### config.mk
export PLATFORM = sky130hd
export DESIGN_NAME = icache_refill_responder
export DESIGN_NICKNAME = d
export VERILOG_FILES = /design/src/rtl/icache_refill_responder.sv
export SDC_FILE = /design/constraint.sdc
export NUM_CORES = 1
export LEC_CHECK = 0
export BUFFER_PORTS_ARGS = -buffer_cell sky130_fd_sc_hd__buf_2
export CAP_MARGIN = 20
export CORE_ASPECT_RATIO = 1.75
export CORE_MARGIN = 1
export CORE_UTILIZATION = 30
export CTS_BUF_LIST = sky130_fd_sc_hd__clkbuf_4 sky130_fd_sc_hd__clkbuf_8 sky130_fd_sc_hd__clkbuf_16
export CTS_CLUSTER_SIZE = 40
export DETAILED_ROUTE_END_ITERATION = 8
export GPL_ROUTABILITY_DRIVEN = 0
export SYNTH_ARGS = -nofsm -noshare
export SYNTH_HDL_FRONTEND = slang
export SYNTH_SLANG_ARGS = --single-unit
### constraint.sdc
create_clock -name clk -period 4.5 [get_ports clk]
set_input_delay 0.225 -clock clk [delete_from_list [all_inputs] [get_ports clk]]
set_output_delay 0.225 -clock clk [all_outputs]
set_load 0.01 [all_outputs]
### src/rtl/icache_refill_responder.sv
// Refill responder: queues icache refill requests in order and, after a programmable
// delay, returns a synthetic 8-word line whose words count up from the line base address.
module icache_refill_responder #(
  parameter int ADDR_W  = 32,
  parameter int ENTRY_W = 4,
  parameter int LINE_W  = 256,
  parameter int DEPTH   = 4
) (
  input  logic                        clk,
  input  logic                        rst_n,
  input  logic                        downstream_txreq_vld,
  output logic                        downstream_txreq_rdy,
  input  logic [ADDR_W-1:0]           downstream_txreq_pld,
  input  logic [ENTRY_W-1:0]          downstream_txreq_entry_id,
  output logic                        downstream_rxdat_vld,
  input  logic                        downstream_rxdat_rdy,
  output logic [ENTRY_W+LINE_W-1:0]   downstream_rxdat_pld,
  input  logic [3:0]                  rsp_latency,
  output logic [$clog2(DEPTH):0]      outstanding
);

  localparam int PTR_W = $clog2(DEPTH);
  localparam int CNT_W = $clog2(DEPTH) + 1;
  localparam int WORDS = LINE_W / 32;

  typedef enum logic [1:0] {IDLE, WAIT, SEND} state_t;

  state_t             state_q, state_d;
  logic [3:0]         cnt_q, cnt_d;
  logic               vld_q, vld_d;
  logic [PTR_W-1:0]   wr_ptr_q, wr_ptr_d;
  logic [PTR_W-1:0]   rd_ptr_q, rd_ptr_d;
  logic [CNT_W-1:0]   count_q, count_d;

  logic [ADDR_W-1:0]  mem_addr_q [DEPTH];
  logic [ENTRY_W-1:0] mem_id_q   [DEPTH];

  logic               push;
  logic               pop;
  logic [ADDR_W-1:0]  head_addr;
  logic [ENTRY_W-1:0] head_id;
  logic [31:0]        base_w;
  logic [LINE_W-1:0]  line_w;

  // Ready looks only at the registered count, so a full queue never accepts even
  // in a cycle where the head is popped.
  assign downstream_txreq_rdy = rst_n && (count_q < CNT_W'(DEPTH));
  assign push                 = downstream_txreq_vld && downstream_txreq_rdy;
  assign pop                  = (state_q == SEND) && downstream_rxdat_rdy;
  assign outstanding          = count_q;
  assign downstream_rxdat_vld = vld_q;

  assign head_addr = mem_addr_q[rd_ptr_q];
  assign head_id   = mem_id_q[rd_ptr_q];
  assign base_w    = 32'(head_addr) & 32'hFFFF_FFE0;

  generate
    for (genvar gi = 0; gi < WORDS; gi++) begin : g_word
      assign line_w[32*gi +: 32] = base_w + 32'(4 * gi);
    end
  endgenerate

  assign downstream_rxdat_pld = (count_q == '0) ? '0 : {head_id, line_w};

  always_ff @(posedge clk) begin
    if (push) begin
      mem_addr_q[wr_ptr_q] <= downstream_txreq_pld;
      mem_id_q[wr_ptr_q]   <= downstream_txreq_entry_id;
    end
  end

  always_comb begin
    state_d  = state_q;
    cnt_d    = cnt_q;
    wr_ptr_d = wr_ptr_q + PTR_W'(push);
    rd_ptr_d = rd_ptr_q + PTR_W'(pop);
    count_d  = count_q + CNT_W'(push) - CNT_W'(pop);
    case (state_q)
      IDLE: begin
        if (count_q != '0) begin
          state_d = WAIT;
          cnt_d   = rsp_latency;
        end
      end
      WAIT: begin
        if (cnt_q == '0) state_d = SEND;
        else             cnt_d   = cnt_q - 4'd1;
      end
      SEND: begin
        if (downstream_rxdat_rdy) state_d = IDLE;
      end
      default: state_d = IDLE;
    endcase
    // Valid is registered alongside the state so it is high exactly in SEND.
    vld_d = (state_d == SEND);
  end

  always_ff @(posedge clk or negedge rst_n) begin
    if (!rst_n) begin
      state_q  <= IDLE;
      cnt_q    <= '0;
      vld_q    <= 1'b0;
      wr_ptr_q <= '0;
      rd_ptr_q <= '0;
      count_q  <= '0;
    end else begin
      state_q  <= state_d;
      cnt_q    <= cnt_d;
      vld_q    <= vld_d;
      wr_ptr_q <= wr_ptr_d;
      rd_ptr_q <= rd_ptr_d;
      count_q  <= count_d;
    end
  end

endmodule

==> impl_metrics.ini, run 1 <==
[clock_tree]
clock_latency_ps = 420
clock_tree.root_cell = clkbuf_16
cts_tree = done
cts_sinks = 138
htreeDepth = 4
clockBufferDepth = 2
cts_buffers = 17
path_clk_slew_ps = 60
postCtsSetupRepairBufs = 0

[timing]
hold_viol = 0
final.min_clock_period_ps = 2930
max_freq_mhz = 342
finalSetupViolCount = 0
rsz0062_at_grt = false
final_max_slew_viol_count = 0
finClkSkew_ps = 8.83
finalCritPeriodShare_pct = 65.0
max_slew.worst_pin.slew_ps = 895
slew_headroom_pct = 40.3
tns_ps = 0

[yosys]
syn-mean-instance-area_sq_um = 14.6
synth_area_leader_cell = edfxtp_1
synth.distinct_cells = 36
ys_seq_area_share_pct = 57.2
yosysWarningCount = 0
synth.top_cell.area_share_pct = 52.3
ys_ff_latch = 138
yosys-top-cells-area = edfxtp_1, buf_4, mux4_2
synth_cells = 488
synth.cell_area_sq_um = 7120

[floorplanning]
start_util_pct = 30.5
design.core.area_sq_um = 23300
dieHeight_microns = 206
chipWidth_microns = 118
dieArea_sq_um = 24400
ios = 309
placement_rows = 74

[hold_path]
hold_depth = 1
min-delay-start = downstream_txreq_pld[12]
hold_path.class = in -> reg
hold_path_end = mem_addr_q[0][12]$_DFFE_PP_

[routing]
drt-total-wl_microns = 12700
ant_nets = 0
drc = 0
drt_first_pass_iters = 4
num_vias = 3583
drtIter0Drc = 86
wl_per_cell_microns = 14.1
via_per_inst = 3.98

[global_route]
grt_overflow = 0
grt_pass1_wl_microns = 18600
grt_use_total_pct = 10.6
antenna_found_initial = 2
grt_max_degree = 36
grt_pass1_vias = 3185

[setup_path]
worstPathRequired_ps = 4280
worstReg2RegEnd = mem_addr_q[1][7]$_DFFE_PP_
path_class = reg -> out
r2r_start = outstanding[2]$_DFF_PN0_
startpoint_type = register
reg2reg_slack_ps = 2260
r2r_cells = 6
endpoint_kind = primary output
crit_start = rd_ptr_q[0]$_DFF_PN0_
crit_path_max_fanout = 23
crit_arrival_ps = 2700

[layout]
syn2layout_area_growth_pct = 11.7
drive_above_1_share_pct = 60.0
layout.nets = 630
n_fill_cell = 2294

[power_and_ir_drop]
powerDensity_nw_per_um2 = 805
power_mw = 6.40
peakVddDrop_uv = 354
p_leak_nw = 3.28

[place]
io_buffers = 275
dp_hpwl_microns = 8490

[status]
status = finished clean

[flow_run]
cap_violations = 0
## synthesized netlist by cell type
master     count
or4_1          1
and2b_1        1
nor3_2         1
nand2_1        5
buf_2          3
inv_1          5
clkbuf_1       3
buf_4        228
a32o_1         1
nor3_1         1
or2_1          1
xor2_1         2
o22ai_1        2
dfrtp_1       14
and3_1         1
nor2_1         2
buf_6          4
xnor2_1        5
mux4_2        31
nand3b_1       1
a21oi_1        2
or3b_4         1
fa_1           1
nor4_1         1
o32ai_1        1
or2_2          1
mux2_2         1
conb_1         1
edfxtp_1     124
nand3_1        2
o221a_2        2
nand2b_1       2
o2bb2ai_2      1
and3b_1        1
nor2b_1       32
ha_1           3
## cell families after synthesis
kind of cell / share of synthesized area, %
other: 0.0527
flip-flops: 57.2
buffers and inverters: 25.3
XOR/XNOR: 0.861
AND/OR/NAND/NOR: 4.66
multiplexers: 9.97
adder cells (fa/ha/maj): 0.809
AO/OA/AOI/OAI: 1.11
## routing by layer
metal	GRT usage, %	share of wire [%]	vias to the layer above
li1	-	-	1656
met1	11.1	38	1756
met2	19.2	55	153
met3	3.16	4.8	16
met4	5.29	2.0	2
met5	0	0.063	-
## worst max path at each step
stage / end / slack (ps) / depth (start not counted)
4_1_cts: downstream_rxdat_pld[89] / 1430 / 4
2_1_floorplan: mem_addr_q[0][10]$_DFFE_PP_ / 1090 / 3
6_report: downstream_rxdat_pld[153] / 1570 / 4
3_5_place_dp: downstream_rxdat_pld[89] / 1900 / 4
3_3_place_gp: downstream_rxdat_pld[25] / 1930 / 4
5_1_grt: downstream_rxdat_pld[213] / 1320 / 4
## sequential cells by signal, indices dropped and copies added (netlist names)
signal                count
wr_ptr_q                  2
rd_ptr_q                  2
mem_id_q                 16
outstanding               3
cnt_q                     4
downstream_rxdat_vld      1
state_q                   2
mem_addr_q              108
## what timing repair did
item	CTS	global route
endpoints found under the hold margin	21	1
resized for setup	0	0
hold buffers	4	1
## where the power goes
group | total [mW] | internal, mW | leakage, nW | switching, mW
logic | 3.16 | 1.40 | 1.69 | 1.76
clock network | 1.48 | 0.936 | 0.300 | 0.540
registers | 1.77 | 1.55 | 1.29 | 0.218
## metrics by stage
| step | std cells | setup WS [ps] | hold slack (ps) | cell area [sq um] | util, % |
|---|---|---|---|---|---|
| global placement | 862 | 1930 | 157 | 7270 | 31.2 |
| global route | 899 | 1320 | 1.85 | 7950 | 34.1 |
| detailed placement | 862 | 1900 | 155 | 7270 | 31.2 |
| floorplan | 515 | 1090 | -70.6 | 7220 | - |
| finish | 900 | 1570 | 23.4 | 7950 | 34.1 |
| CTS | 898 | 1430 | 0.0865 | 7940 | 34.0 |
## layout make-up
class	instances	area (sq um)	area share (%)
Sequential cell	138	4080	51.3
Timing Repair Buffer	286	1470	18.5
Multi-Input combinational cell	134	1370	17.2
Clock buffer	18	433	5.45
Tap cell	304	380	4.78
Clock inverter	14	196	2.47
Inverter	5	18.8	0.236
Antenna cell	1	2.50	0.0315
## worst max-delay path, cell delays in order, from the launching register on
cell,delay [ps]
dfrtp_2,920
buf_4,400
mux4_2,550
nor2b_1,220
buf_2,190
## cells in the final DEF, fill, tap and decap left out, types with 4 or more instances in the layout
| cell | instances |
|---|---|
| buf_2 | 275 |
| buf_4 | 6 |
| bufinv_16 | 4 |
| clkbuf_16 | 17 |
| conb_1 | 28 |
| dfrtp_1 | 12 |
| dlygate4sd3_1 | 5 |
| edfxtp_1 | 124 |
| inv_1 | 5 |
| mux4_2 | 31 |
| nand2_1 | 5 |
| nor2b_1 | 32 |
| xnor2_1 | 5 |
Power figures use the tool's default switching activity.
==> run 2, diff against run 1 <==
==> constraint.sdc (replaced) <==
create_clock -name clk -period 2.9 [get_ports clk]
set_input_delay 0.145 -clock clk [delete_from_list [all_inputs] [get_ports clk]]
set_output_delay 0.145 -clock clk [all_outputs]
set_load 0.01 [all_outputs]
==> run 2 against run 1 <==
Effect of this change: global-route usage up 0.36 points; sequential share of layout area down 1.9 points; utilization up 1.3 points; critical path depth unchanged; critical path type unchanged; critical endpoint is now downstream_rxdat_pld[27]; highest routed layer is now met4.
==> impl_metrics.ini, run 2 (synthesis results as in run 1) <==
[clock_tree]
cts_buffers = 17
ctsResizeCount = 0
clockBufferDepth = 2
cts_sinks = 138
clock_latency_ps = 410
path_clk_slew_ps = 60
clock_tree.root_cell = clkbuf_16
cts_tree = done
htreeDepth = 4

[timing]
finClkSkew_ps = 11.0
hold_viol = 0
rsz0062_at_grt = false
max_freq_mhz = 395
max_slew.worst_pin.slew_ps = 511
finalSetupViolCount = 0
final.min_clock_period_ps = 2530
final_max_slew_viol_count = 0
tns_ps = 0
finalCritPeriodShare_pct = 87.3
slew_headroom_pct = 65.9
hold_slack_ps = 30.5

[power_and_ir_drop]
swShare_pct = 39.8
p_int_mw = 5.93
power.share.combinational_pct = 51.7
powerDensity_nw_per_um2 = 1190
peakVddDrop_uv = 504
p_seq_share_pct = 26.9
switchingPower_mw = 3.92
p_leak_nw = 3.42
pwr-share-clk_pct = 21.4

[place]
dp_hpwl_microns = 9050
post_dp_cell_area_sq_um = 7340
io_buffers = 275
placed_cells = 867

[status]
status = finished clean

[global_route]
grt_use_total_pct = 11.0
antenna_found_initial = 0
grt_max_degree = 36
grt_pass1_wl_microns = 19500
grt_overflow = 0
grt_pass1_vias = 3349

[floorplanning]
chipWidth_microns = 118
ios = 309
start_util_pct = 30.5
dieHeight_microns = 206
design.core.area_sq_um = 23300
placement_rows = 74
dieArea_sq_um = 24400

[routing]
via_per_inst = 3.93
drt_first_pass_iters = 4
wl_per_cell_microns = 14.2
ant_nets = 0
drt-total-wl_microns = 13300
drc = 0
drtIter0Drc = 75
num_vias = 3655

[setup_path]
startpoint_type = register
endpoint_kind = primary output
crit_arrival_ps = 2390
path_class = reg -> out
crit_path_max_fanout = 13
slowest_delay_ps = 640
worstPathRequired_ps = 2760
path_cells = buf_4 > mux4_2 > nor2b_1 > buf_2
reg2reg_slack_ps = 890
cpMaxStageDelayCell = dfrtp_2

[layout]
final_common_cell = buf_2
syn2layout_area_growth_pct = 15.9
final_cell_mix = buf_2, edfxtp_1, nor2b_1, dlygate4sd3_1, mux4_2
fin_cells = 931
insertedDiodeCount = 0
largest_reg_flops = 108
drive_above_1_share_pct = 57.7
largest-register = mem_addr_q
top_regs = mem_addr_q x108, mem_id_q x16, cnt_q x4
stdcell_area_sq_um = 8250
layout.nets = 662

[flow_run]
cap_violations = 0

[hold_path]
hold_path.class = in -> reg
[run 2: changes by cell type in the layout (fill, tap and decap cells not counted), moves of 2 or more]
cell           previous run  this run
dlygate4sd3_1             5        32
clkinvlp_4                3         1
clkbuf_8                  0         2
bufinv_16                 4         0
buf_4                     6         9
clkinv_2                  2         5
clkbuf_16                17        20
clkinv_4                  3         1
buf_12                    0         2
[run 2: power by group through the flow]
stage	combinational [mW]	sequential, mW	clock [mW]
6_report	5.09	2.65	2.11
3_5_place_dp	5.16	2.70	0
3_3_place_gp	5.13	2.69	0
5_1_grt	5.61	2.69	2.25
2_1_floorplan	5.43	2.56	0
4_1_cts	5.20	2.66	2.18
[run 2: area by class of cell]
type                       instances  area, sq um
sequential                       138         4080
fill                            2289        15100
timing repair buffer             318         1800
multi-input combinational        134         1380
clock buffer                      23          536
clock inverter                     9         56.3
inverter                           5         18.8
tap                              304          380
[run 2: metrics by stage]
step / util [%] / total power [mW] / setup WS, ps
after floorplan: - / 7.99 / 146
after global placement: 31.4 / 7.82 / 754
after detailed placement: 31.4 / 7.86 / 730
after CTS: 35.4 / 10.0 / 265
after global routing: 35.4 / 10.5 / 179
final: 35.4 / 9.85 / 370
[run 2: metal layers]
layer | vias up | part of all wire [%] | global-route usage [%]
li1 | 1717 | - | -
met1 | 1790 | 38 | 11.6
met2 | 136 | 56 | 20.4
met3 | 12 | 3.9 | 2.25
met4 | 0 | 1.7 | 5.70
met5 | - | 0 | 0
[run 2: path summary, 6_finish.rpt]
kind | from | to | cells past startpoint
max | rd_ptr_q[0]$_DFF_PN0_ | downstream_rxdat_pld[27] | 4
min | rsp_latency[1] | cnt_q[1]$_DFFE_PN0P_ | 2
max reg2reg | outstanding[2]$_DFF_PN0_ | outstanding[2]$_DFF_PN0_ | 8
min reg2reg | state_q[0]$_DFF_PN0_ | state_q[1]$_DFF_PN0_ | 1
max in group asynchronous | rst_n | rd_ptr_q[0]$_DFF_PN0_ | 2
min in group asynchronous | rst_n | outstanding[0]$_DFF_PN0_ | 2
[run 2: repair_timing]
| action | in CTS | in global routing |
|---|---|---|
| setup buffers | 0 | 0 |
| hold buffers | 32 | 0 |
| endpoints found under the hold margin | 138 | 0 |
| endpoints found under the setup margin | 0 | 0 |
[run 2: worst max-delay path: cells and delay by family, from the launching register on]
| kind | cells | cell delay, ps |
|---|---|---|
| multiplexers | 1 | 550 |
| buffers and inverters | 2 | 550 |
| flip-flops | 1 | 640 |
| AND/OR/NAND/NOR | 1 | 220 |
